File: src/rtl/pc_predict_unit.sv
// Fetch-stage next-PC generator: registered fetch PC, direct-mapped BTB with
// 2-bit counters, EX-stage resolution and trap/mispredict redirect.
module pc_predict_unit #(
  parameter int unsigned     XLEN      = 32,
  parameter logic [XLEN-1:0] RESET_PC  = '0,
  parameter int unsigned     BTB_DEPTH = 16
) (
  input  logic            clk,
  input  logic            rst,
  input  logic            i_stall,
  input  logic            i_trap_valid,
  input  logic [XLEN-1:0] i_trap_vec,
  input  logic            i_ex_valid,
  input  logic [1:0]      i_ex_kind,
  input  logic            i_ex_cond,
  input  logic [XLEN-1:0] i_ex_pc,
  input  logic [XLEN-1:0] i_ex_rs1,
  input  logic [XLEN-1:0] i_ex_imm,
  input  logic            i_ex_pred_taken,
  input  logic [XLEN-1:0] i_ex_pred_target,
  output logic [XLEN-1:0] o_pc,
  output logic            o_pred_taken,
  output logic [XLEN-1:0] o_pred_target,
  output logic            o_redirect
);

  localparam int unsigned IDX   = $clog2(BTB_DEPTH);
  localparam int unsigned TAG_W = XLEN - IDX - 2;

  localparam logic [1:0] KIND_NONE   = 2'b00;
  localparam logic [1:0] KIND_BRANCH = 2'b01;
  localparam logic [1:0] KIND_JAL    = 2'b10;
  localparam logic [1:0] KIND_JALR   = 2'b11;

  localparam logic [XLEN-1:0] PC_STEP   = XLEN'(4);
  localparam logic [XLEN-1:0] JALR_MASK = {{(XLEN-1){1'b1}}, 1'b0};

  // BTB storage
  logic             r_valid   [BTB_DEPTH];
  logic [1:0]       r_ctr     [BTB_DEPTH];
  logic [TAG_W-1:0] r_tag     [BTB_DEPTH];
  logic [XLEN-1:0]  r_target  [BTB_DEPTH];
  logic             r_is_jump [BTB_DEPTH];

  logic [XLEN-1:0]  r_pc;

  // ---------------------------------------------------------------------------
  // Lookup on the current fetch PC
  // ---------------------------------------------------------------------------
  logic [IDX-1:0]   w_idx;
  logic [TAG_W-1:0] w_tag;
  logic             w_hit;
  logic             w_pred_taken;
  logic [XLEN-1:0]  w_pc_plus4;
  logic [XLEN-1:0]  w_pred_target;

  assign w_idx         = r_pc[IDX+1:2];
  assign w_tag         = r_pc[XLEN-1:IDX+2];
  assign w_hit         = r_valid[w_idx] && (r_tag[w_idx] == w_tag);
  assign w_pred_taken  = w_hit && (r_is_jump[w_idx] || r_ctr[w_idx][1]);
  assign w_pc_plus4    = r_pc + PC_STEP;
  assign w_pred_target = w_pred_taken ? r_target[w_idx] : w_pc_plus4;

  // ---------------------------------------------------------------------------
  // Resolution of the instruction in EX
  // ---------------------------------------------------------------------------
  logic [XLEN-1:0]  w_ex_target;
  logic [XLEN-1:0]  w_ex_actual;
  logic             w_ex_taken;
  logic             w_mispredict;
  logic [IDX-1:0]   w_ex_idx;
  logic [TAG_W-1:0] w_ex_tag;
  logic             w_ex_hit;

  assign w_ex_target = (i_ex_kind == KIND_JALR) ? ((i_ex_rs1 + i_ex_imm) & JALR_MASK)
                                                : (i_ex_pc + i_ex_imm);
  assign w_ex_taken  = (i_ex_kind == KIND_JAL) || (i_ex_kind == KIND_JALR) ||
                       ((i_ex_kind == KIND_BRANCH) && i_ex_cond);
  assign w_ex_actual = w_ex_taken ? w_ex_target : (i_ex_pc + PC_STEP);

  // Kind 00 predicted taken is an alias hit and still counts as a mispredict.
  assign w_mispredict = i_ex_valid &&
                        ((w_ex_taken != i_ex_pred_taken) ||
                         (w_ex_taken && (w_ex_target != i_ex_pred_target)));

  assign w_ex_idx = i_ex_pc[IDX+1:2];
  assign w_ex_tag = i_ex_pc[XLEN-1:IDX+2];
  assign w_ex_hit = r_valid[w_ex_idx] && (r_tag[w_ex_idx] == w_ex_tag);

  // ---------------------------------------------------------------------------
  // Next-PC selection: trap > mispredict > stall > prediction
  // ---------------------------------------------------------------------------
  logic [XLEN-1:0] w_next_pc;

  // NOTE: every always_comb output gets a default first so no latch is inferred.
  always_comb begin
    w_next_pc = w_pred_target;
    if (i_trap_valid)      w_next_pc = i_trap_vec;
    else if (w_mispredict) w_next_pc = w_ex_actual;
    else if (i_stall)      w_next_pc = r_pc;
  end

  // ---------------------------------------------------------------------------
  // BTB update decode; a trap squashes the EX instruction's training
  // ---------------------------------------------------------------------------
  logic       w_upd;
  logic       w_valid_we;
  logic       w_valid_d;
  logic       w_ctr_we;
  logic [1:0] w_ctr_d;
  logic       w_target_we;
  logic       w_meta_we;
  logic       w_is_jump_d;
  logic [1:0] w_ctr_cur;

  assign w_upd     = i_ex_valid && !i_trap_valid;
  assign w_ctr_cur = r_ctr[w_ex_idx];

  always_comb begin
    w_valid_we  = 1'b0;
    w_valid_d   = 1'b0;
    w_ctr_we    = 1'b0;
    w_ctr_d     = w_ctr_cur;
    w_target_we = 1'b0;
    w_meta_we   = 1'b0;
    w_is_jump_d = 1'b0;
    if (w_upd) begin
      case (i_ex_kind)
        KIND_NONE: begin
          if (w_ex_hit) begin
            w_valid_we = 1'b1;
            w_valid_d  = 1'b0;
          end
        end
        KIND_JAL, KIND_JALR: begin
          w_valid_we  = 1'b1;
          w_valid_d   = 1'b1;
          w_ctr_we    = 1'b1;
          w_ctr_d     = 2'b11;
          w_target_we = 1'b1;
          w_meta_we   = 1'b1;
          w_is_jump_d = 1'b1;
        end
        default: begin // KIND_BRANCH
          if (w_ex_hit) begin
            w_ctr_we    = 1'b1;
            w_target_we = w_ex_taken;
            if (w_ex_taken) w_ctr_d = (w_ctr_cur == 2'b11) ? 2'b11 : w_ctr_cur + 2'b01;
            else            w_ctr_d = (w_ctr_cur == 2'b00) ? 2'b00 : w_ctr_cur - 2'b01;
          end else if (w_ex_taken) begin
            w_valid_we  = 1'b1;
            w_valid_d   = 1'b1;
            w_ctr_we    = 1'b1;
            w_ctr_d     = 2'b10;
            w_target_we = 1'b1;
            w_meta_we   = 1'b1;
            w_is_jump_d = 1'b0;
          end
        end
      endcase
    end
  end

  // ---------------------------------------------------------------------------
  // State
  // ---------------------------------------------------------------------------
  // NOTE: sequential state uses non-blocking assignments so every flop samples
  // the pre-edge values; this also gives read-before-write on the BTB.
  always_ff @(posedge clk or posedge rst) begin
    if (rst) begin
      r_pc <= RESET_PC;
      for (int i = 0; i < BTB_DEPTH; i++) begin
        r_valid[i] <= 1'b0;
        r_ctr[i]   <= 2'b00;
      end
    end else begin
      r_pc <= w_next_pc;
      if (w_valid_we) r_valid[w_ex_idx] <= w_valid_d;
      if (w_ctr_we)   r_ctr[w_ex_idx]   <= w_ctr_d;
    end
  end

  // NOTE: tag/target/is_jump are payload qualified by r_valid, so they are left
  // out of reset and can map onto plain RAM.
  always_ff @(posedge clk) begin
    if (w_target_we) r_target[w_ex_idx] <= w_ex_target;
    if (w_meta_we) begin
      r_tag[w_ex_idx]     <= w_ex_tag;
      r_is_jump[w_ex_idx] <= w_is_jump_d;
    end
  end

  assign o_pc          = r_pc;
  assign o_pred_taken  = w_pred_taken;
  assign o_pred_target = w_pred_target;
  assign o_redirect    = i_trap_valid || w_mispredict;

endmodule

File: config.mk
export PLATFORM = sky130hd
export DESIGN_NAME = pc_predict_unit
export DESIGN_NICKNAME = d
export VERILOG_FILES = /design/src/rtl/pc_predict_unit.sv
export SDC_FILE = /design/constraint.sdc
export NUM_CORES = 2
export LEC_CHECK = 0
export ABC_CLOCK_PERIOD_IN_PS = 4400
export CAP_MARGIN = 0
export CORE_MARGIN = 5
export CORE_UTILIZATION = 35
export CTS_CLUSTER_DIAMETER = 100
export DETAILED_ROUTE_END_ITERATION = 10
export GPL_TIMING_DRIVEN = 1
export SLEW_MARGIN = 20
export SYNTH_ARGS = -nofsm -noshare
export SYNTH_HDL_FRONTEND = slang
export SYNTH_SLANG_ARGS = --single-unit
File: constraint.sdc
create_clock -name clk -period 4.4 [get_ports clk]
set_clock_uncertainty 0.2 [all_clocks]
set_input_delay 0.44 -clock clk [delete_from_list [all_inputs] [get_ports clk]]
set_output_delay 0.44 -clock clk [all_outputs]
set_load 0.01 [all_outputs]
==> results_dict.tcl <==
set metrics [dict create \
    status "finished with violations" \
    violations "antenna rules, setup timing" \
    drt_iter0_drc 4197 \
    synth_top_area_share_pct 55.4 \
    critPathBufInv 11 \
    fin_crit_ns 5.32 \
    place_inst 5846 \
    synth_warnings 0 \
    clk_latency_ns 0.72 \
    synth_top_cell_by_area "edfxtp_1" \
    syn_to_final_growth_pct 33.4 \
    grt_max_degree 100 \
    ant_nets 1 \
    crit_family "buffers and inverters" \
    path_clk_slew_ns 0.07 \
    ys_ff_latch 1024 \
    rsz0062_at_grt "true" \
    setup-tns-final_ns -28.68 \
    core_region_area_um2 146000 \
    htree_levels 3 \
    crit_slowest_cell "mux4_2" \
    fin_nets 4381 \
    crit_top_cell "buf_6" \
    grt_first_pass_wirelength_mm 260 \
    min-delay-start "i_stall" \
    synth_area_leaders "edfxtp_1 (55%), mux4_2 (19%), dfrtp_1 (3.9%)" \
    portBuffers 234 \
    synth.distinct_cells 100 \
    fin_util_pct 46.9 \
    rows 140 \
    tritoncts "done" \
    max-vdd-ir-drop_mv 0.342 \
    hold_ws_ns 0.121 \
    cp.required_ns 3.76 \
    hold_violations 0 \
    finalSetupViolCount 52 \
    synth_edf_count 944 \
    slew_headroom_pct 35.1 \
    syn-num-nets 3429 \
    root_buffer "clkbuf_16" \
    hold_path_class "in -> reg" \
    ys_dominant_reg_cell "edfxtp_1" \
    reg2reg_slack_ns -0.77 \
    die_height_um 392 \
    synth_area_per_cell_um2 16.0 \
    dp_hpwl_mm 130 \
    totalWireLength_mm 188 \
    die_area_um2 154000 \
    drt-vias-per-instance 5.84 \
    final_cells 6153 \
    layout_setup_ws_ns -0.922 \
    m1WireLength_mm 75.9 \
    clock-sinks 1024 \
    worstSetupPathType "reg -> out" \
    r2r-start "o_pc[2]" \
    critPathCaptureType "output pin" \
    routed-wl-met2_mm 83.0 \
    cts_buffers 106 \
    wl_met3_mm 21.5 \
    antenna_found_initial 14 \
    worstHoldPathCells 3 \
    floorplan.initialDensity_pct 35.2 \
    maxCapViolations 0 \
    worst_setup_path_start_kind "flop" \
    reg2regPathDepth 24 \
    syn_inst 3192 \
    io_pins 235 \
    r2r_end "o_pc[31]" \
    cts.path.max_buffers 3 \
    drive_above_1_share_pct 42.3 \
    maxSlewViolCount 0 \
    grt_pass1_vias 35300 \
    crit_arrival_ns 4.68 \
    max_freq_ghz 0.188 \
    netlist_area_um2 51200 \
    routed.top_layer "met5" \
    dieWidth_um 392 \
    avgRoutedWirePerCell_um 30.6 \
    pre_cts_ws_ns -1.31 \
    synthArstFlopShare_pct 7.81 \
    worstPathMaxFanout 7 \
    crit_chain "buf_12 -> buf_12 -> buf_12 -> buf_12 -> mux4_2 -> mux4_2 -> xnor2_2 -> nand4_1 -> nor3_2 -> buf_4 -> nand3_4 -> buf_6 -> buf_6 -> buf_8 -> buf_6 -> a21oi_2 -> buf_6 -> buf_6" \
    ys_seq_area_share_pct 59.3 \
    power.leakage_nw 23.6 \
    vias 35900 \
    drcViolationCount 0 \
    hold_path_end "o_pc[23]" \
    power_density_nw_per_um2 389 \
    overflow 0 \
    worst_pin_slew_ns 0.971 \
    cp_slowest_stage_delay_ns 0.52 \
    finalCritPeriodShare_pct 121 \
    grt_usage_pct 23.7 \
    firstDrtPassIters 6 \
    n_fill_cell 12400 \
    gp_congestion 0.946 \
]
cells in the final DEF, fill, tap and decap left out, types with 20 or more instances in the layout:
cell and instances:
buf_12 87, buf_6 71, nor2_4 48, nand2_4 25, clkdlybuf4s50_1 163, a21oi_2 29
mux2_2 34, dfrtp_1 76, clkinv_1 26, buf_4 673, clkbuf_16 114, mux2i_1 28
a21oi_1 83, xnor2_1 115, ha_4 32, and3_1 29, nand4_1 49, dlygate4sd2_1 25
xor2_1 49, mux4_2 438, nor3_1 31, nor2_1 106, ha_1 34, a21o_1 20
nand3_1 71, nand2_1 139, o21ai_0 90, inv_1 34, edfxtp_1 944, o21ai_1 42
worst max-delay path by stage:
stage,start,to,slack [ns],depth (start not counted)
2_1_floorplan,i_ex_pc[2],r_is_jump[0],-0.44,12
3_3_place_gp,i_ex_imm[14],o_redirect,-1.33,15
3_5_place_dp,i_ex_imm[4],o_redirect,-1.31,15
4_1_cts,o_pc[2],o_pred_target[25],-0.80,18
5_1_grt,o_pc[2],o_pred_target[25],-0.91,18
6_report,o_pc[2],o_pred_target[25],-0.92,18
timing repair:
action | 4_1_cts | 5_1_grt
resized for setup | 486 | 144
setup buffers | 102 | 30
gates cloned | 3 | 8
pin swaps | 92 | 72
hold buffers | 0 | 0
setup endpoints to repair | 65 | 146
cell type report:
class                   count  area (um2)  area share [%]
clock buffers             126        2740            4.01
multi-input cells        1923       21900            32.0
well taps                1917        2400            3.51
diodes                      9        22.5          0.0330
flip-flops and latches   1024       30400            44.5
inverters                  37         148           0.216
repair buffers           1052       10000            14.7
clock inverters            65         711            1.04
cells by family after synthesis:
kind of cell / after synthesis / share of synthesized area [%]
flops: 1024 / 59.3
mux: 514 / 20.9
buf+inv: 245 / 1.99
compound gates: 506 / 6.50
simple gates: 654 / 6.31
xor+xnor: 181 / 3.37
fa+ha+maj: 68 / 1.69
per-stage QoR:
step | cell area [um2] | total power, mW
2_1_floorplan | 51200 | 14.3
3_3_place_gp | 61700 | 17.2
3_5_place_dp | 61700 | 17.2
4_1_cts | 67400 | 26.4
5_1_grt | 68300 | 27.4
6_report | 68300 | 26.6
routing by layer:
metal | vias up | track usage [%]
met5 | - | 0
met4 | 4 | 7.55
met3 | 320 | 7.61
met2 | 1964 | 35.8
met1 | 18600 | 32.7
li1 | 15000 | -
power breakdown:
group	internal [mW]	leakage [nW]	switching [mW]
sequential	11.1	9.48	0.221
combinational	3.07	12.4	3.36
clock	5.00	1.65	3.85
total	19.1	23.6	7.43
worst register-to-register path: cells and delay by family, from the launching register on:
family,cells,cell delay (ns)
muxes,3,1.26
AOI/OAI and AO/OA,3,0.43
DFF,1,0.48
xor gates and xnor gates,1,0.18
buffers and inverters,13,1.74
and+or+nand+nor,4,0.74
state kept, by name (all words and copies together), names as in the netlist:
register,cells
r_tag,416
r_valid,16
r_is_jump,16
r_ctr,32
o_pc,32
r_target,512
Yosys cell counts (all sizes together), types with 11 or more instances:
cell type  number
o211ai         18
nor3           41
nand3b         11
xnor2         121
o21a           16
a21oi         128
dfrtp          80
a211oi         16
or3            12
nor2b          11
xor2           50
ha             66
clkbuf        124
nor4           11
and3           32
inv            37
mux4          438
nand3          75
nor2          164
mux2i          38
a31oi          15
o21ai         139
edfxtp        944
nand4          50
buf            84
a21o           20
and2           19
nand2         173
a32oi          24
o22ai          20
mux2           38
nand2b         14
Power figures use the tool's default switching activity.
